### src/rtl/pipeline_ctrl.sv
`default_nettype none
// ============================================================================
// Module   : pipeline_ctrl
// Brief    : Hazard/stall controller for the 5-stage pipeline: load-use
//            interlock, memory handshake wait with timeout, branch flush.
// Revision : 1.0
// ============================================================================
module pipeline_ctrl #(
   parameter int REG_ADDR_W = 5,
   parameter int TIMEOUT    = 255,
   parameter int CNT_W      = 32
) (
   input  logic                  clk,
   input  logic                  rst,
   input  logic [REG_ADDR_W-1:0] id_rs,
   input  logic [REG_ADDR_W-1:0] id_rt,
   input  logic                  id_use_rs,
   input  logic                  id_use_rt,
   input  logic [REG_ADDR_W-1:0] ex_wb_addr,
   input  logic                  ex_mem_read,
   input  logic                  mem_req,
   input  logic                  mem_ack,
   input  logic                  branch_taken,
   output logic                  stall_if,
   output logic                  stall_id,
   output logic                  bubble_ex,
   output logic                  stall_ex,
   output logic                  stall_mem,
   output logic                  flush_id,
   output logic                  mem_timeout,
   output logic [CNT_W-1:0]      stall_cnt,
   output logic [CNT_W-1:0]      flush_cnt
);

   localparam logic [15:0] c_TIMEOUT = 16'(TIMEOUT);

   typedef enum logic [1:0] {
      ST_RUN      = 2'd0,
      ST_MEM_WAIT = 2'd1,
      ST_ERR      = 2'd2
   } state_t;

   state_t           r_state;
   logic [15:0]      r_wait_cnt;
   logic             r_mem_timeout;
   logic [CNT_W-1:0] r_stall_cnt;
   logic [CNT_W-1:0] r_flush_cnt;

   logic w_lu;
   logic w_mw;

   assign w_lu = ex_mem_read && (ex_wb_addr != '0) &&
                 ((id_use_rs && (id_rs == ex_wb_addr)) ||
                  (id_use_rt && (id_rt == ex_wb_addr)));

   // Once timed out the wait is masked so the pipeline can drain.
   assign w_mw = mem_req && !mem_ack && !r_mem_timeout;

   always_comb begin
      stall_if  = 1'b0;
      stall_id  = 1'b0;
      bubble_ex = 1'b0;
      stall_ex  = 1'b0;
      stall_mem = 1'b0;
      flush_id  = 1'b0;
      if (!rst) begin
         if (w_mw) begin
            stall_if  = 1'b1;
            stall_id  = 1'b1;
            stall_ex  = 1'b1;
            stall_mem = 1'b1;
         end else if (branch_taken) begin
            flush_id  = 1'b1;
         end else if (w_lu) begin
            stall_if  = 1'b1;
            stall_id  = 1'b1;
            bubble_ex = 1'b1;
         end
      end
   end

   always_ff @(posedge clk) begin
      if (rst) begin
         r_state       <= ST_RUN;
         r_wait_cnt    <= 16'd0;
         r_mem_timeout <= 1'b0;
      end else begin
         case (r_state)
            ST_RUN: begin
               if (w_mw) begin
                  if (c_TIMEOUT == 16'd1) begin
                     r_state       <= ST_ERR;
                     r_mem_timeout <= 1'b1;
                  end else begin
                     r_state <= ST_MEM_WAIT;
                  end
                  r_wait_cnt <= 16'd1;
               end
            end
            ST_MEM_WAIT: begin
               if (mem_ack || !mem_req) begin
                  r_state    <= ST_RUN;
                  r_wait_cnt <= 16'd0;
               end else begin
                  r_wait_cnt <= r_wait_cnt + 16'd1;
                  if (r_wait_cnt + 16'd1 == c_TIMEOUT) begin
                     r_state       <= ST_ERR;
                     r_mem_timeout <= 1'b1;
                  end
               end
            end
            ST_ERR: begin
               r_state <= ST_ERR;
            end
            default: begin
               r_state <= ST_RUN;
            end
         endcase
      end
   end

   // Performance counters saturate at all-ones.
   always_ff @(posedge clk) begin
      if (rst) begin
         r_stall_cnt <= '0;
         r_flush_cnt <= '0;
      end else begin
         if (stall_if && (r_stall_cnt != '1))
            r_stall_cnt <= r_stall_cnt + 1'b1;
         if (flush_id && (r_flush_cnt != '1))
            r_flush_cnt <= r_flush_cnt + 1'b1;
      end
   end

   assign mem_timeout = r_mem_timeout;
   assign stall_cnt   = r_stall_cnt;
   assign flush_cnt   = r_flush_cnt;

endmodule
`default_nettype wire

### config.mk
export PLATFORM = sky130hd
export DESIGN_NAME = pipeline_ctrl
export DESIGN_NICKNAME = d
export VERILOG_FILES = /design/src/rtl/pipeline_ctrl.sv
export SDC_FILE = /design/constraint.sdc
export NUM_CORES = 1
export LEC_CHECK = 0
export CAP_MARGIN = 20
export CORE_AREA = 2 2 93 95
export DETAILED_ROUTE_END_ITERATION = 10
export DIE_AREA = 0 0 95 97
export GPL_TIMING_DRIVEN = 0
export PLACE_DENSITY_LB_ADDON = 0.08
export SYNTH_ARGS = -nofsm -noshare
export SYNTH_HDL_FRONTEND = slang
export SYNTH_SLANG_ARGS = --single-unit
### constraint.sdc
create_clock -name clk -period 3.2 [get_ports clk]
set_input_delay 0.64 -clock clk [delete_from_list [all_inputs] [get_ports clk]]
set_output_delay 0.64 -clock clk [all_outputs]
set_load 0.01 [all_outputs]
## Yosys cells after proc, flatten, opt, wreduce, memory -nomap -nowiden

Cells that the tools add are included.

| word-level totals | value |
|---|---|
| bits in registers | 83 |
| latch bits | 0 |
| memory bits (writable) | 0 |
| memory bits (read-only) | 0 |
| input port bits | 23 |
| word-level logic and storage cells | 55 |
| memories kept | 0 |

| operators by class | value |
|---|---|
| add/subtract/negate cells | 3 |
| multipliers | 0 |
| div/mod/pow operators | 0 |
| order comparisons | 0 |
| equality and inequality tests | 9 |
| shifts and indexed selects | 0 |
| muxes and demuxes | 18 |
| bitwise logic cells | 1 |
| reductions and logical operators | 19 |

Operators by type and width:

| kind | number |
|---|---|
| adder 32 x 1 -> 32 bit (second input constant) | 2 |
| inequality test 32 bit (second input constant) | 2 |
| 2-to-1 mux 16 bit | 2 |
| case mux 16 bit (2 select lines) | 1 |
| adder 16 x 1 -> 16 bit (second input constant) | 1 |
| == test 16 x 8 -> 1 bit (second input constant) | 1 |
| 2-to-1 mux 1 bit | 11 |
| == test 5 bit | 2 |
| logical AND 1 bit | 8 |
| 2-to-1 mux 2 bit | 3 |
| case mux 2 bit (3 select lines) | 1 |
| nonzero test 5 bit | 1 |
| AND reduction 2 bit | 2 |
| logical NOT 1 bit | 3 |
| inequality test 3 bit (second input constant) | 1 |
| AND reduction 3 bit | 1 |
| == test 2 x 1 -> 1 bit (second input constant) | 1 |
| == test 2 bit (second input constant) | 1 |
| logical NOT 2 bit | 1 |
| logical OR 1 bit | 2 |
| inequality test 2 bit (second input constant) | 1 |
| nonzero test 2 bit | 1 |
| NOT 1 bit | 1 |

## Longest topological paths before layout

| depth | value |
|---|---|
| depth in word-level cells | 9 |
| gate-level depth with buffers | 10 |

## Worst setup path after synthesis

No wires, ideal clock.

| timing path | value |
|---|---|
| path kind | input to output |
| start | input ex_wb_addr[0] |
| end | output stall_if |
| data arrival time | 1.862 ns |
| required time | 2.560 ns |
| path slack | 0.698 ns |
| stages on the path | 6 |
| path buffers | 2 |
| cell sequence | nor3_1 -> a2111oi_4 -> a21oi_2 -> clkbuf_1 -> inv_1 -> buf_4 |

| between the ends | value |
|---|---|
| word-level cells in the longest chain between the ends | 8 |
| elaborated cells between the ends (all ways) | 12 |
| those cells by class | 2 x eq/ne; 4 x mux; 6 x reduce/logical |

Ends and longest elaborated chain:

| element | line | RTL |
|---|---|---|
| start, declared | 19 | `input logic [REG_ADDR_W-1:0] ex_wb_addr,` |
| == test 5 bit, on equally long branches | 53, 54 |  |
| logical AND 1 bit, on equally long branches | 53, 54 |  |
| logical OR 1 bit | 53 | `((id_use_rs && (id_rs == ex_wb_addr)) \|\|` |
| logical AND 1 bit (*) | 52 | `assign w_lu = ex_mem_read && (ex_wb_addr != '0) &&` |
| 2-to-1 mux 1 bit (*) (4 in series) | -- |  |
| end, declared | 24 | `output logic stall_if,` |

Mark *: on every way between the ends. The rest lies on a longest branch, timed or not.

## Worst setup path in the final report

| timing path | value |
|---|---|
| start | input mem_req |
| end | output flush_id |

| between the ends | value |
|---|---|
| word-level cells in the longest chain between the ends | 4 |

Ends and longest elaborated chain:

| element | line | RTL |
|---|---|---|
| start, declared | 21 | `input logic mem_req,` |
| logical AND 1 bit (2 in series) | 57 | `assign w_mw = mem_req && !mem_ack && !r_mem_timeout;` |
| 2-to-1 mux 1 bit | 67 | `if (w_mw) begin` |
| 2-to-1 mux 1 bit | 66 | `if (!rst) begin` |
| end, declared | 29 | `output logic flush_id,` |

Every way passes these cells.

==> metrics <==
Placed Area 5500 um^2; clk slew on worst S/H paths 0.08 ns; Synth Area in Compound Gates 11.0%; post-synthesis sequential area ratio 37.4%; CP startpoint kind primary input; core outline area 8130 um^2; Yosys reg bits 83; # setup viols final 0; DP HPWL 8220 um; GR Overflow Total 0; setup ws final 0.156 ns; DRT iter0 DRCs 167; Power Dens Cells 365 nW/um^2; met2 Use GR 40.7%; Synth Area in Adders 1.13%; worst hold margin 0.517 ns; min cycle time layout 3.04 ns; fin. max-slew vios 0; P_leak 2.01 nW; Worst-Skew Late Latency 0.35 ns; Global Route Usage Sum 24.8%; Reg2Reg Setup Slack 0.75 ns; Worst Hold End stall_cnt[31]; layout cell share with drive strength beyond 1 8.56%; busiest layer in global routing met2; DRC Markers 0; CP Data Required Time 2.56 ns; # IOs 94; met1 GRT Util 32.0%; Rows 33; Rel. slew slack 44.2%; clk buf depth 2; largest net degree at the start of global routing 14; first-pass GRT wire length 18500 um; Setup Skew 0.00968 ns; final estimated routing congestion in global placement 0.915; Post-Route Utilization 71.7%; Synth area leaders dfxtp_1, xnor2_1, nor2_1; CTS tree yes; Top FF cell, synth dfxtp_1; Non-Filler Instances 759; synth warn 0; worst min-delay path class reg2reg; synthesized instance count 542; Synth top area share 37.4%; count of clock tree sinks 83; Clock Tree Root clkbuf_8; largest family of logic cells by synthesized area simple AND/OR/NAND/NOR gates; Post-Place Worst Slack -0.694 ns; outcome complete, no violations; Hold Crit Depth 2; PortBufs 93; number of max-cap violations 0; mux contribution to synthesized area 0.789%; total number of vias 4245; Post-synth ARST share 0%; Synth area leader dfxtp_1; Antenna Nets Post-Route 0; post-synth cell types 57; count leader, synth nor2_1; initial antenna violation count 0; R2R Path Start r_wait_cnt[0]; DRT Pass-1 Iters 4; Total Wirelength 11400 um; Commonest cells post-synth nor2_1, dfxtp_1, xnor2_1; placed insts 740; die extent in x 95 um; CTS buffer count 9; Tcrit/Tclk final 95.1%; worst-margin pin slew 0.829 ns; CP max FO 4; Die Footprint 9220 um^2; CP Class in2out; CTS Hold Bufs 0; H-tree depth 3; area occupied by multi-input gates 2610 um^2; Reg area 1660 um^2; maximum vdd drop 0.000244 V; M3 GR Usage 4.67%; post-route cell area 5830 um^2; synthesis-to-layout area growth 31.2%; Final Hold Fails 0; maximum operating frequency 0.329 GHz; fin nets 677; syn nets 569; hold_sp stall_cnt[31]; R2R cell count 8; critical path capture point type output pin; ant diodes 0; number of fillers in the final layout 654; WP data arrival 2.40 ns; simple-gate share of the synthesized area 32.3%; Post-synth EDFFs 0; worst flop-to-flop path endpoint mem_timeout; Synth Area in XOR/XNOR 12.8%; starting density of the core 54.6%; vias in the first global route 4033; Syn Area/Cell 8.20 um^2; Via density 5.59; WL/cell 15.0 um; RSZ-0062 raised after global routing no; Cell Area, Synth 4440 um^2; chip height 97 um
[worst max path at each step]
stage	to	start
2_1_floorplan	stall_if	ex_wb_addr[0]
3_3_place_gp	stall_if	ex_wb_addr[0]
3_5_place_dp	stall_if	ex_wb_addr[0]
4_1_cts	bubble_ex	id_rt[0]
5_1_grt	stall_if	id_rt[0]
6_report	flush_id	mem_req
[placed cells by master (no fill, tap or decap), drive strengths merged, types with 3 or more instances in the layout]
| cell type | n |
|---|---|
| nor4b | 5 |
| xnor2 | 38 |
| a211oi | 5 |
| nand2 | 36 |
| dlygate4sd2 | 7 |
| ha | 4 |
| and3 | 17 |
| nor2 | 87 |
| nand2b | 3 |
| o21ai | 18 |
| a22oi | 4 |
| and4 | 9 |
| dfxtp | 83 |
| a31o | 3 |
| clkbuf | 30 |
| bufinv | 3 |
| nand3 | 34 |
| clkdlybuf4s50 | 84 |
| nor3 | 18 |
| or4 | 3 |
| nor4 | 12 |
| or2 | 4 |
| nor3b | 4 |
| inv | 13 |
| or3 | 6 |
| buf | 15 |
| a21oi | 28 |
| and2 | 6 |
| nand4 | 23 |
| xor2 | 27 |
[repair_timing]
item / 4_1_cts / 5_1_grt
pin swaps: 4 / 1
buffers inserted: 3 / 1
setup endpoints to repair: 3 / 2
endpoints found under the hold margin: 0 / 0
gates cloned: 0 / 0
resized for setup: 17 / 2
[stage by stage]
| step | power, mW | setup TNS, ns |
|---|---|---|
| global route | 2.20 | 0 |
| global placement | 1.20 | -1.16 |
| CTS | 2.14 | 0 |
| floorplan | 1.14 | 0 |
| detailed placement | 1.20 | -1.28 |
| finish | 2.13 | 0 |
[power by group]
group	total [mW]	switching, mW	internal (mW)
logic	0.142	0.0777	0.0645
clock network	0.943	0.386	0.557
registers	1.04	0.00756	1.04
total	2.13	0.471	1.66
[cells by family after synthesis]
family	Yosys count
compound gates	73
xor+xnor	65
fa+ha+maj	4
buf+inv	43
flops	83
mux	3
simple gates	271
[state kept, by name (all words and copies together), names as in the netlist]
| name | flops |
|---|---|
| flush_cnt | 32 |
| stall_cnt | 32 |
| r_wait_cnt | 16 |
| r_state | 2 |
| mem_timeout | 1 |
[critical path, stage by stage]
cell,delay [ns]
clkdlybuf4s50_1,0.43
nor3b_4,0.18
or3b_2,0.50
inv_1,0.12
clkdlybuf4s50_1,0.54
[layer usage]
layer | wire [um] | vias to the layer above
met1 | 5200 | 1989
met5 | 0 | -
met3 | 486 | 21
li1 | - | 2124
met2 | 5460 | 111
met4 | 239 | 0
[cell type report]
cell class	count	share of cell area (%)
Buffer	30	2.86
Clock buffer	11	2.60
Clock inverter	4	1.67
Inverter	13	0.837
Multi-Input combinational cell	416	44.8
Sequential cell	83	28.5
Tap cell	105	2.25
Timing Repair Buffer	97	16.4
(Power assumes the default switching activity.)
